File: src/rtl/memory_stage.sv
// Memory pipeline stage: takes execute results, performs data-memory loads/stores,
// and hands results to writeback through a one-entry skid buffer and an ACTIVE slot.
module memory_stage #(
    parameter int XLEN = 32,
    parameter int ADDR_W = 32,
    parameter int EX_W = 4,
    parameter int RD_W = 5,
    parameter logic [EX_W-1:0] EX_MISALIGNED = EX_W'(4),
    localparam int EXEC_W = EX_W + RD_W + 2 * XLEN + 5,
    localparam int MEM_W = EX_W + RD_W + XLEN,
    localparam int STRB_W = XLEN / 8
) (
    input  logic              clk,
    input  logic              rst_n,
    input  logic              u_valid,
    output logic              u_stall,
    input  logic [EXEC_W-1:0] uop_in,
    output logic              d_valid,
    input  logic              d_stall,
    output logic [MEM_W-1:0]  uop_out,
    output logic              dmem_req_valid,
    input  logic              dmem_req_ready,
    output logic [ADDR_W-1:0] dmem_addr,
    output logic              dmem_we,
    output logic [XLEN-1:0]   dmem_wdata,
    output logic [STRB_W-1:0] dmem_wstrb,
    input  logic              dmem_rsp_valid,
    input  logic [XLEN-1:0]   dmem_rdata,
    output logic [1:0]        dbgState
);
    // Handshakes: upstream uop transfers on a rising edge where u_valid=1 and u_stall=0;
    // downstream result transfers where d_valid=1 and d_stall=0; a memory request
    // transfers where dmem_req_valid=1 and dmem_req_ready=1, with its fields held until then.

    typedef enum logic [1:0] {IDLE = 2'd0, REQ = 2'd1, RSP = 2'd2, DONE = 2'd3} state_t;

    state_t state, stateNext;

    logic              skidValid;
    logic [EXEC_W-1:0] skidUop;

    logic [EX_W-1:0]   activeEx;
    logic [RD_W-1:0]   activeRd;
    logic [XLEN-1:0]   activeAddrVal;
    logic [XLEN-1:0]   activeRs2;
    logic              activeStore;
    logic [1:0]        activeSize;
    logic              activeUns;
    logic [XLEN-1:0]   activeResult;

    // Candidate for the ACTIVE slot: a waiting skid entry always goes first.
    logic [EXEC_W-1:0] fillUop;
    logic [EX_W-1:0]   fEx;
    logic [RD_W-1:0]   fRd;
    logic [XLEN-1:0]   fRdVal;
    logic [XLEN-1:0]   fRs2;
    logic              fEn;
    logic              fStore;
    logic [1:0]        fSize;
    logic              fUns;
    logic              fMis;
    logic              fAccess;
    logic [EX_W-1:0]   fExOut;
    logic [XLEN-1:0]   fResult;

    assign fillUop = skidValid ? skidUop : uop_in;
    assign {fEx, fRd, fRdVal, fRs2, fEn, fStore, fSize, fUns} = fillUop;
    assign fMis    = (fSize == 2'd1 && fRdVal[0]) || (fSize[1] && fRdVal[1:0] != 2'd0);
    assign fAccess = fEn && (fEx == '0) && !fMis;
    assign fExOut  = (fEn && (fEx == '0) && fMis) ? EX_MISALIGNED : fEx;
    assign fResult = (fAccess && fStore) ? fRs2 : fRdVal;

    function automatic logic [XLEN-1:0] extractLoad(input logic [XLEN-1:0] rdata,
                                                    input logic [1:0] b,
                                                    input logic [1:0] size,
                                                    input logic uns);
        logic [7:0]  bv;
        logic [15:0] hv;
        bv = rdata[{b, 3'b000} +: 8];
        hv = rdata[{b[1], 4'b0000} +: 16];
        case (size)
            2'd0:    return uns ? XLEN'(bv) : {{(XLEN-8){bv[7]}}, bv};
            2'd1:    return uns ? XLEN'(hv) : {{(XLEN-16){hv[15]}}, hv};
            default: return rdata;
        endcase
    endfunction

    logic            complete;
    logic            captureLoad;
    logic            activeFree;
    logic            accept;
    logic            refill;
    logic            toSkid;
    logic [XLEN-1:0] loadVal;
    logic [XLEN-1:0] resultVal;

    always_comb begin
        stateNext      = state;
        complete       = 1'b0;
        captureLoad    = 1'b0;
        dmem_req_valid = 1'b0;
        loadVal        = extractLoad(dmem_rdata, activeAddrVal[1:0], activeSize, activeUns);
        case (state)
            REQ: begin
                dmem_req_valid = 1'b1;
                if (dmem_req_ready) begin
                    if (!activeStore)  stateNext = RSP;
                    else if (!d_stall) complete  = 1'b1;
                    else               stateNext = DONE;
                end
            end
            RSP: begin
                if (dmem_rsp_valid) begin
                    captureLoad = 1'b1;
                    if (!d_stall) complete  = 1'b1;
                    else          stateNext = DONE;
                end
            end
            DONE:    complete = !d_stall;
            default: ;
        endcase
        resultVal = (state == RSP) ? loadVal : activeResult;
        if (complete) stateNext = IDLE;
        activeFree = (state == IDLE) || complete;
        accept     = u_valid && !skidValid;
        refill     = activeFree && (skidValid || accept);
        toSkid     = accept && !activeFree;
        if (refill) stateNext = fAccess ? REQ : DONE;
    end

    always_ff @(posedge clk or negedge rst_n) begin
        if (!rst_n) begin
            state         <= IDLE;
            skidValid     <= 1'b0;
            skidUop       <= '0;
            activeEx      <= '0;
            activeRd      <= '0;
            activeAddrVal <= '0;
            activeRs2     <= '0;
            activeStore   <= 1'b0;
            activeSize    <= 2'd0;
            activeUns     <= 1'b0;
            activeResult  <= '0;
            d_valid       <= 1'b0;
            uop_out       <= '0;
        end else begin
            state <= stateNext;
            if (refill) begin
                activeEx      <= fExOut;
                activeRd      <= fRd;
                activeAddrVal <= fRdVal;
                activeRs2     <= fRs2;
                activeStore   <= fStore;
                activeSize    <= fSize;
                activeUns     <= fUns;
                activeResult  <= fResult;
            end else if (captureLoad) begin
                activeResult  <= loadVal;
            end
            if (toSkid) begin
                skidValid <= 1'b1;
                skidUop   <= uop_in;
            end else if (refill && skidValid) begin
                skidValid <= 1'b0;
            end
            if (complete) begin
                d_valid <= 1'b1;
                uop_out <= {activeEx, activeRd, resultVal};
            end else if (!d_stall) begin
                d_valid <= 1'b0;
            end
        end
    end

    assign u_stall   = skidValid;
    assign dbgState  = state;
    assign dmem_addr = {activeAddrVal[ADDR_W-1:2], 2'b00};
    assign dmem_we   = activeStore;

    // Store data is replicated across lanes so the byte enables alone pick the bytes.
    always_comb begin
        dmem_wdata = activeRs2;
        dmem_wstrb = '0;
        case (activeSize)
            2'd0: begin
                dmem_wdata = {STRB_W{activeRs2[7:0]}};
                dmem_wstrb = STRB_W'(1) << activeAddrVal[1:0];
            end
            2'd1: begin
                dmem_wdata = {(XLEN/16){activeRs2[15:0]}};
                dmem_wstrb = STRB_W'(3) << activeAddrVal[1:0];
            end
            default: dmem_wstrb = '1;
        endcase
        if (!activeStore) dmem_wstrb = '0;
    end

endmodule

File: config.mk
export PLATFORM = sky130hd
export DESIGN_NAME = memory_stage
export DESIGN_NICKNAME = d
export VERILOG_FILES = /design/src/rtl/memory_stage.sv
export SDC_FILE = /design/constraint.sdc
export NUM_CORES = 1
export LEC_CHECK = 0
export CAP_MARGIN = 20
export CORE_MARGIN = 8
export CORE_UTILIZATION = 48
export CTS_BUF_LIST = sky130_fd_sc_hd__clkbuf_16
export DETAILED_ROUTE_END_ITERATION = 16
export PLACE_DENSITY = 0.78
export SKIP_CTS_REPAIR_TIMING = 1
export SLEW_MARGIN = 20
export SYNTH_ARGS = -nofsm -noshare
export SYNTH_HDL_FRONTEND = slang
export SYNTH_SLANG_ARGS = --single-unit
File: constraint.sdc
create_clock -name clk -period 2 [get_ports clk]
set_input_delay 0.3 -clock clk [delete_from_list [all_inputs] [get_ports clk]]
set_output_delay 0.3 -clock clk [all_outputs]
set_load 0.005 [all_outputs]
==> results.md, run 1 <==
| Parameter | Reported | Unit |
| --- | --- | --- |
| Predominant post-synthesis flop cell | dfrtp_1 | - |
| Placer's final routability congestion estimate | 0.907 | - |
| Routed wire per std cell | 27.5 | µm |
| Share of the clock period used by the worst path | 1.27 | - |
| R2R setup slack | -0.39 | ns |
| Synthesized cell area | 12,000 | µm² |
| Multi-input gate area | 6840 | µm² |
| All-Layer GR Usage | 0.235 | - |
| Worst flop-to-flop path startpoint | dbgState[1]$_DFFE_PN0P_ | - |
| Number of hold violations in the final report | 0 | - |
| Total vias in the final route | 11,637 | - |
| Critical path fanouts, max | 14 | - |
| Instance count after placement with tap cells included | 1,679 | - |
| #FFs+latches synth | 232 | - |
| Die span in y | 174 | µm |
| Largest clock skew in the final design | 0.0218 | ns |
| Time the final worst path needs with I/O delays and setup | 2.55 | ns |
| Layout overhead on the synthesized area | 57.6 | % |
| TritonCTS clock tree | done | - |
| Number of distinct library cell variants in the gate-level netlist after synthesis | 62 | - |
| RSZ-0062 raised after global routing | yes | - |
| Worst-skew pair later-pin latency | 0.55 | ns |
| Maximum number of pins on one net before global-route repair | 60 | - |
| Transition time at the pin with the least slew margin | 0.640 | ns |
| Reported net switching power | 0.0152 | W |
| Post-synthesis instance total | 1,117 | - |
| Top-area cell type share of the netlist area | 0.484 | - |
| Final count of pins violating max slew | 0 | - |
| Post-layout nets | 1,588 | - |
| Areal power density over the cells | 1950 | nW/µm² |
| Die area | 30,300 | µm² |
| Largest buffer count on any clock path | 3 | - |
| Crit Path Class | reg2out | - |
| Max transition margin | 0.561 | - |
| Residual DRC | 0 | - |
| PnR worst setup slack | -0.549 | ns |
| Sequential-to-total area share from yosys stat | 0.484 | - |
| Main area contributors after synthesis | dfrtp_1 48%, mux2i_1 8.3%, mux2_2 8.3%, buf_4 3.2%, nand2_1 2.7% | - |
| Mean post-synth cell area | 10.7 | µm² |
| I/O pin count | 231 | - |
| Number of detailed-routing iterations run before antenna repair | 6 | - |
| Top library cells by usage in the layout, fill and taps aside | 226 x dfrtp_1, 204 x clkdlybuf4s50_1, 107 x buf_4 | - |
| Buffers added on ports | 228 | - |
| Maximum Capacitance Violations | 0 | - |
| Startpoint type of the worst setup path | flop | - |
| Pre-CTS setup slack | -0.384 | ns |
| Number of rows in the core area | 58 | - |
| Non-filler instance count after layout | 1,819 | - |
| Async set or reset register ratio after synthesis | 1.00 | - |
| Sequential power share | 0.246 | - |
| Critical path startpoint | activeSize[1]$_DFFE_PN0P_ | - |
| Library cell with the largest summed area after synthesis | dfrtp_1 | - |
| Clock-pin slew reported for the worst setup and hold paths after clock tree synthesis | 0.07 | ns |
| Net switching share of the total power | 0.411 | - |
| Total CTS buffers | 25 | - |
| Starting utilization of the core area | 0.482 | - |
| Combinational power share | 0.635 | - |
| Synth warn | 0 | - |
| Number of H-tree levels | 1 | - |
| Worst min path class | in2async | - |
| First-iteration detailed-routing DRC count | 1,446 | - |
| Number of enable-type register cells in the synthesized netlist | 0 | - |
| Remaining number of nets flagged by the antenna check after routing | 0 | - |
| Critical Path Sink Type | output pin | - |
| Die width | 174 | µm |
| Cell-internal power | 0.0217 | W |
| Grt ovf | 0 | - |
| Filler instances | 1,352 | - |
| Vias per cell | 6.40 | - |
| Area of the placeable core | 24,900 | µm² |
| Sinks on Clock Net | 232 | - |
| Most common cell after layout, fill and taps aside | dfrtp_1 | - |
| Status | finished with violations | - |
| Total area of sequential cells | 5820 | µm² |
| Number of global-route vias before repair | 10,062 | - |
| Total routed wirelength | 50,000 | µm |
| Highest ir drop seen on vdd | 1.09 | mV |
| Clk network pwr share | 0.119 | - |
| Leakage power | 8.41 | nW |
| Antenna violations before repair | 3 | - |
| CTS Root Cell | clkbuf_16 | - |
| Data required time at the worst endpoint | 1.70 | ns |
| Layout cells sized above 1 | 0.351 | - |
| Maximum clock frequency | 392 | MHz |
| Violated checks | setup timing | - |
| Endpoint arrival time on the critical path | 2.25 | ns |
| Half-perimeter wire length of the detailed placement result | 27,700 | µm |
| Final count of negative-setup-slack endpoints | 235 | - |
| Wire length of the first global-routing pass | 57,200 | µm |
-- power groups by stage --
stage          combinational (W)  sequential (W)  clock [W]
2_1_floorplan            0.00929         0.00820          0
3_3_place_gp              0.0151         0.00861          0
3_5_place_dp              0.0154         0.00871          0
4_1_cts                   0.0155         0.00867    0.00431
5_1_grt                   0.0244         0.00923    0.00455
6_report                  0.0234         0.00908    0.00439
-- sequential cells by signal, indices dropped and copies added (netlist names), 2 cells and up --
| register | flops |
|---|---|
| skidUop | 78 |
| activeRs2 | 32 |
| activeRd | 5 |
| dbgState | 2 |
| activeResult | 32 |
| uop_out | 41 |
| activeSize | 2 |
| activeAddrVal | 32 |
| activeEx | 4 |
-- through the flow --
step / setup TNS (ns) / power, W / hold slack (ns) / area [µm²] / utilization
final: -56.81 / 0.0369 / 0.286 / 18900 / 0.759
after global placement: -58.86 / 0.0237 / 0.272 / 15200 / 0.611
after detailed placement: -60.55 / 0.0241 / 0.271 / 15200 / 0.611
after global routing: -70.55 / 0.0381 / 0.330 / 18900 / 0.759
after CTS: -53.68 / 0.0285 / -0.284 / 15900 / 0.641
after floorplan: -5.06 / 0.0175 / 0.00441 / 12000 / -
-- cell families after synthesis --
logic type / synth area share
flip-flops: 0.484
adder cells (fa/ha/maj): 0.00417
AO/OA/AOI/OAI: 0.151
buffers and inverters: 0.0654
AND/OR/NAND/NOR: 0.107
multiplexers: 0.188
other: 0.000313
-- final cells by class --
class                           instances  area share
Antenna cell                            2    0.000265
Timing Repair Buffer                  447       0.268
Multi-Input combinational cell        757       0.362
Clock inverter                         21     0.00622
Sequential cell                       232       0.308
Clock buffer                           25      0.0331
Inverter                                5     0.00119
Tap cell                              330      0.0218
-- cell usage after synthesis (5+ instances only) --
| library cell | number |
|---|---|
| a211o_1 | 11 |
| a211oi_1 | 7 |
| a21bo_2 | 5 |
| a21o_1 | 19 |
| a21oi_1 | 32 |
| a22oi_1 | 6 |
| a311oi_1 | 7 |
| a31oi_1 | 5 |
| a32oi_1 | 8 |
| and2_1 | 14 |
| buf_1 | 7 |
| buf_2 | 31 |
| buf_4 | 51 |
| buf_6 | 6 |
| clkbuf_1 | 33 |
| dfrtp_1 | 232 |
| mux2_1 | 21 |
| mux2_2 | 88 |
| mux2i_1 | 100 |
| nand2_1 | 87 |
| nand2b_1 | 14 |
| nand3_1 | 61 |
| nor2_1 | 26 |
| nor3_1 | 35 |
| o211ai_1 | 5 |
| o21a_1 | 38 |
| o21ai_0 | 63 |
| o21ai_1 | 11 |
| o22ai_1 | 36 |
-- metal layers --
metal  routed length [µm]  GRT usage
met4                 2730     0.0673
met1                19300      0.330
met3                 5400     0.0558
met2                22600      0.358
met5                   13          0
-- worst paths after layout --
| check | to | cells after the start |
|---|---|---|
| setup / recovery | dmem_wstrb[0] | 4 |
| hold / removal | activeAddrVal[10]$_DFFE_PN0P_ | 2 |
| setup reg to reg | skidUop[34]$_DFFE_PN0P_ | 10 |
| hold reg to reg | uop_out[30]$_DFFE_PN0P_ | 2 |
| max in group asynchronous | skidUop[27]$_DFFE_PN0P_ | 3 |
| min in group clk | skidUop[35]$_DFFE_PN0P_ | 2 |
-- critical path: stages, from the launching register on --
cell and delay [ns]:
dfrtp_2 0.50, buf_4 0.20, buf_12 0.14, o21a_1 0.27, clkdlybuf4s50_1 0.57
No activity file was read; power rests on OpenSTA's default activity.
==> run 2, diff against run 1 <==
- CORE_UTILIZATION: 48 -> 30
- PLACE_DENSITY: 0.78 -> unset
==> results.md, run 2 (synthesis gave the netlist of run 1 again) <==
| Parameter | Reported | Unit | Change |
| --- | --- | --- | --- |
| First-iteration detailed-routing DRC count | 695 | - | -52% |
| Vias per cell | 5.16 | - | -19% |
| Layout cells sized above 1 | 0.366 | - | +0.0147 |
| Leakage power | 8.28 | nW | -1.5% |
| Placed inst area | 15,500 | µm² | +2.1% |
| Flip-flop count of the largest register after layout | 78 | - | unchanged |
| Reported net switching power | 0.0142 | W | -6.6% |
| Sequential power share | 0.247 | - | about the same |
| Maximum Capacitance Violations | 0 | - | unchanged |
| Share of the clock period used by the worst path | 1.14 | - | -0.131 |
| Remaining number of nets flagged by the antenna check after routing | 0 | - | unchanged |
| Largest clock skew in the final design | 0.00960 | ns | -0.0122 ns |
| Number of detailed-routing iterations run before antenna repair | 5 | - | -1 |
| Worst-skew pair later-pin latency | 0.54 | ns | about the same |
| Total CTS buffers | 27 | - | +8.0% |
| Half-perimeter wire length of the detailed placement result | 31,600 | µm | +14% |
| Residual DRC | 0 | - | unchanged |
| Endpoint arrival time on the critical path | 2.71 | ns | +0.46 ns |
| Area of the placeable core | 39,600 | µm² | +59% |
| Transition time at the pin with the least slew margin | 0.526 | ns | -0.114 ns |
| Clk network pwr share | 0.132 | - | +0.013 |
| RSZ-0062 raised after global routing | yes | - |  |
| Die area | 46,600 | µm² | +54% |
| Total vias in the final route | 10,352 | - | -11% |
| Violated checks | setup timing | - |  |
| Wire length of the first global-routing pass | 61,800 | µm | +8.2% |
| Max transition margin | 0.640 | - | +0.0783 |
| Filler instances | 3,593 | - | +170% |
| Number of hold violations in the final report | 0 | - | unchanged |
| Data required time at the worst endpoint | 2.42 | ns | +0.72 ns |
| Most common cell after layout, fill and taps aside | dfrtp_1 | - |  |
| TritonCTS clock tree | done | - |  |
| All-Layer GR Usage | 0.169 | - | -0.0664 |
| Post-layout nets | 1,580 | - | -0.50% |
| Areal power density over the cells | 1890 | nW/µm² | -3.3% |
| Startpoint type of the worst setup path | flop | - |  |
| Buffers added on ports | 228 | - | unchanged |
| Antenna violations before repair | 4 | - | +1 |
| Die width | 216 | µm | +24% |
| Final count of negative-setup-slack endpoints | 234 | - | -0.43% |
| Time the final worst path needs with I/O delays and setup | 2.29 | ns | -0.262 ns |
| Clock-pin slew reported for the worst setup and hold paths after clock tree synthesis | 0.06 | ns | about the same |
| Largest buffer count on any clock path | 3 | - | unchanged |
| Top library cells by usage in the layout, fill and taps aside | 225 x dfrtp_1, 197 x clkdlybuf4s50_1, 103 x buf_4 | - |  |
| Placer's final routability congestion estimate | 0.889 | - | -2.0% |
| Highest ir drop seen on vdd | 0.855 | mV | -21% |
| Non-filler instance count after layout | 2,007 | - | +10% |
| Net switching share of the total power | 0.394 | - | -0.0165 |
| Sinks on Clock Net | 232 | - | unchanged |
| Starting utilization of the core area | 0.303 | - | -0.179 |
| Die span in y | 216 | µm | +24% |
| Grt ovf | 0 | - | unchanged |
| CTS Root Cell | clkbuf_16 | - |  |
| Number of rows in the core area | 73 | - | +26% |
| Maximum number of pins on one net before global-route repair | 61 | - | +1.7% |
| Worst min path class | in2async | - |  |
| Number of H-tree levels | 1 | - | unchanged |
| Routed wire per std cell | 23.2 | µm | -16% |
| Critical Path Sink Type | flop | - |  |
| PnR worst setup slack | -0.286 | ns | +0.262 ns |
| Total routed wirelength | 46,600 | µm | -6.8% |
| Critical path fanouts, max | 9 | - | -5 |
| Layout overhead on the synthesized area | 58.7 | % |  |
| Cell-internal power | 0.0218 | W | about the same |
| Final count of pins violating max slew | 0 | - | unchanged |
| Instance count after placement with tap cells included | 1,877 | - | +12% |
| Crit Path Class | reg2reg | - |  |
| Largest reg by FF count | skidUop | - |  |
| Combinational power share | 0.622 | - | -0.013 |
| Status | finished with violations | - |  |
| Registers with the highest flip-flop counts | skidUop (78), uop_out (41) | - |  |
| I/O pin count | 231 | - | unchanged |
| Maximum clock frequency | 437 | MHz | +11% |
| Number of global-route vias before repair | 9,940 | - | -1.2% |
| Post-route standard cell area excluding fillers | 19,000 | µm² | +0.70% |
| Final hold slack | 0.259 | ns | -0.0272 ns |
[run 2: through the flow]
step	utilization	TNS (ns)	power [W]	worst slack (ns)
4_1_cts	0.413	-52.43	0.0295	-0.775
3_5_place_dp	0.392	-59.05	0.0246	-0.361
3_3_place_gp	0.392	-61.87	0.0244	-0.375
5_1_grt	0.480	-48.69	0.0379	-0.343
2_1_floorplan	-	-5.06	0.0175	-0.128
6_report	0.480	-34.21	0.0359	-0.286
[run 2: final timing paths]
path	to	start	cells after the start	slack [ns]
min reg2reg	uop_out[15]$_DFFE_PN0P_	uop_out[15]$_DFFE_PN0P_	2	0.48
max in group asynchronous	uop_out[34]$_DFFE_PN0P_	rst_n	3	1.05
max	skidUop[67]$_DFFE_PN0P_	dbgState[0]$_DFFE_PN0P_	10	-0.29
max reg2reg	skidUop[67]$_DFFE_PN0P_	dbgState[0]$_DFFE_PN0P_	10	-0.29
min in group clk	skidUop[71]$_DFFE_PN0P_	uop_in[71]	2	0.40
min	activeAddrVal[5]$_DFFE_PN0P_	rst_n	2	0.26
[run 2: layout make-up]
cell class / count / area [µm²] / share of cell area
well taps: 525 / 657 / 0.0345
clock inverters: 21 / 160 / 0.00842
repair buffers: 438 / 4910 / 0.258
multi-input cells: 756 / 6780 / 0.356
clock buffers: 27 / 676 / 0.0355
flip-flops and latches: 232 / 5820 / 0.306
inverters: 5 / 21.3 / 0.00112
diodes: 3 / 7.51 / 0.000394
[run 2: routing by layer]
layer	wire length (µm)	part of all wire	vias to the layer above	GRT usage
li1	-	-	4761	-
met1	21300	0.46	5147	0.242
met2	21200	0.45	369	0.255
met3	2960	0.063	73	0.0359
met4	1150	0.025	2	0.0451
met5	13	0.00028	-	0
[run 2: critical path, cell delays in order (launching register included)]
cell and delay (ns):
dfrtp_2 0.44, inv_4 0.07, ha_4 0.16, and2_4 0.15
nor3_4 0.20, o21bai_4 0.11, nor3b_4 0.22, buf_12 0.15
buf_12 0.17, clkbuf_16 0.18, mux2_2 0.33
[run 2: power groups by stage]
stage / clock network [W] / logic [W] / registers (W)
after floorplan: 0 / 0.00929 / 0.00820
after global placement: 0 / 0.0157 / 0.00866
after detailed placement: 0 / 0.0159 / 0.00873
after CTS: 0.00483 / 0.0160 / 0.00866
after global routing: 0.00503 / 0.0237 / 0.00911
final: 0.00474 / 0.0223 / 0.00885
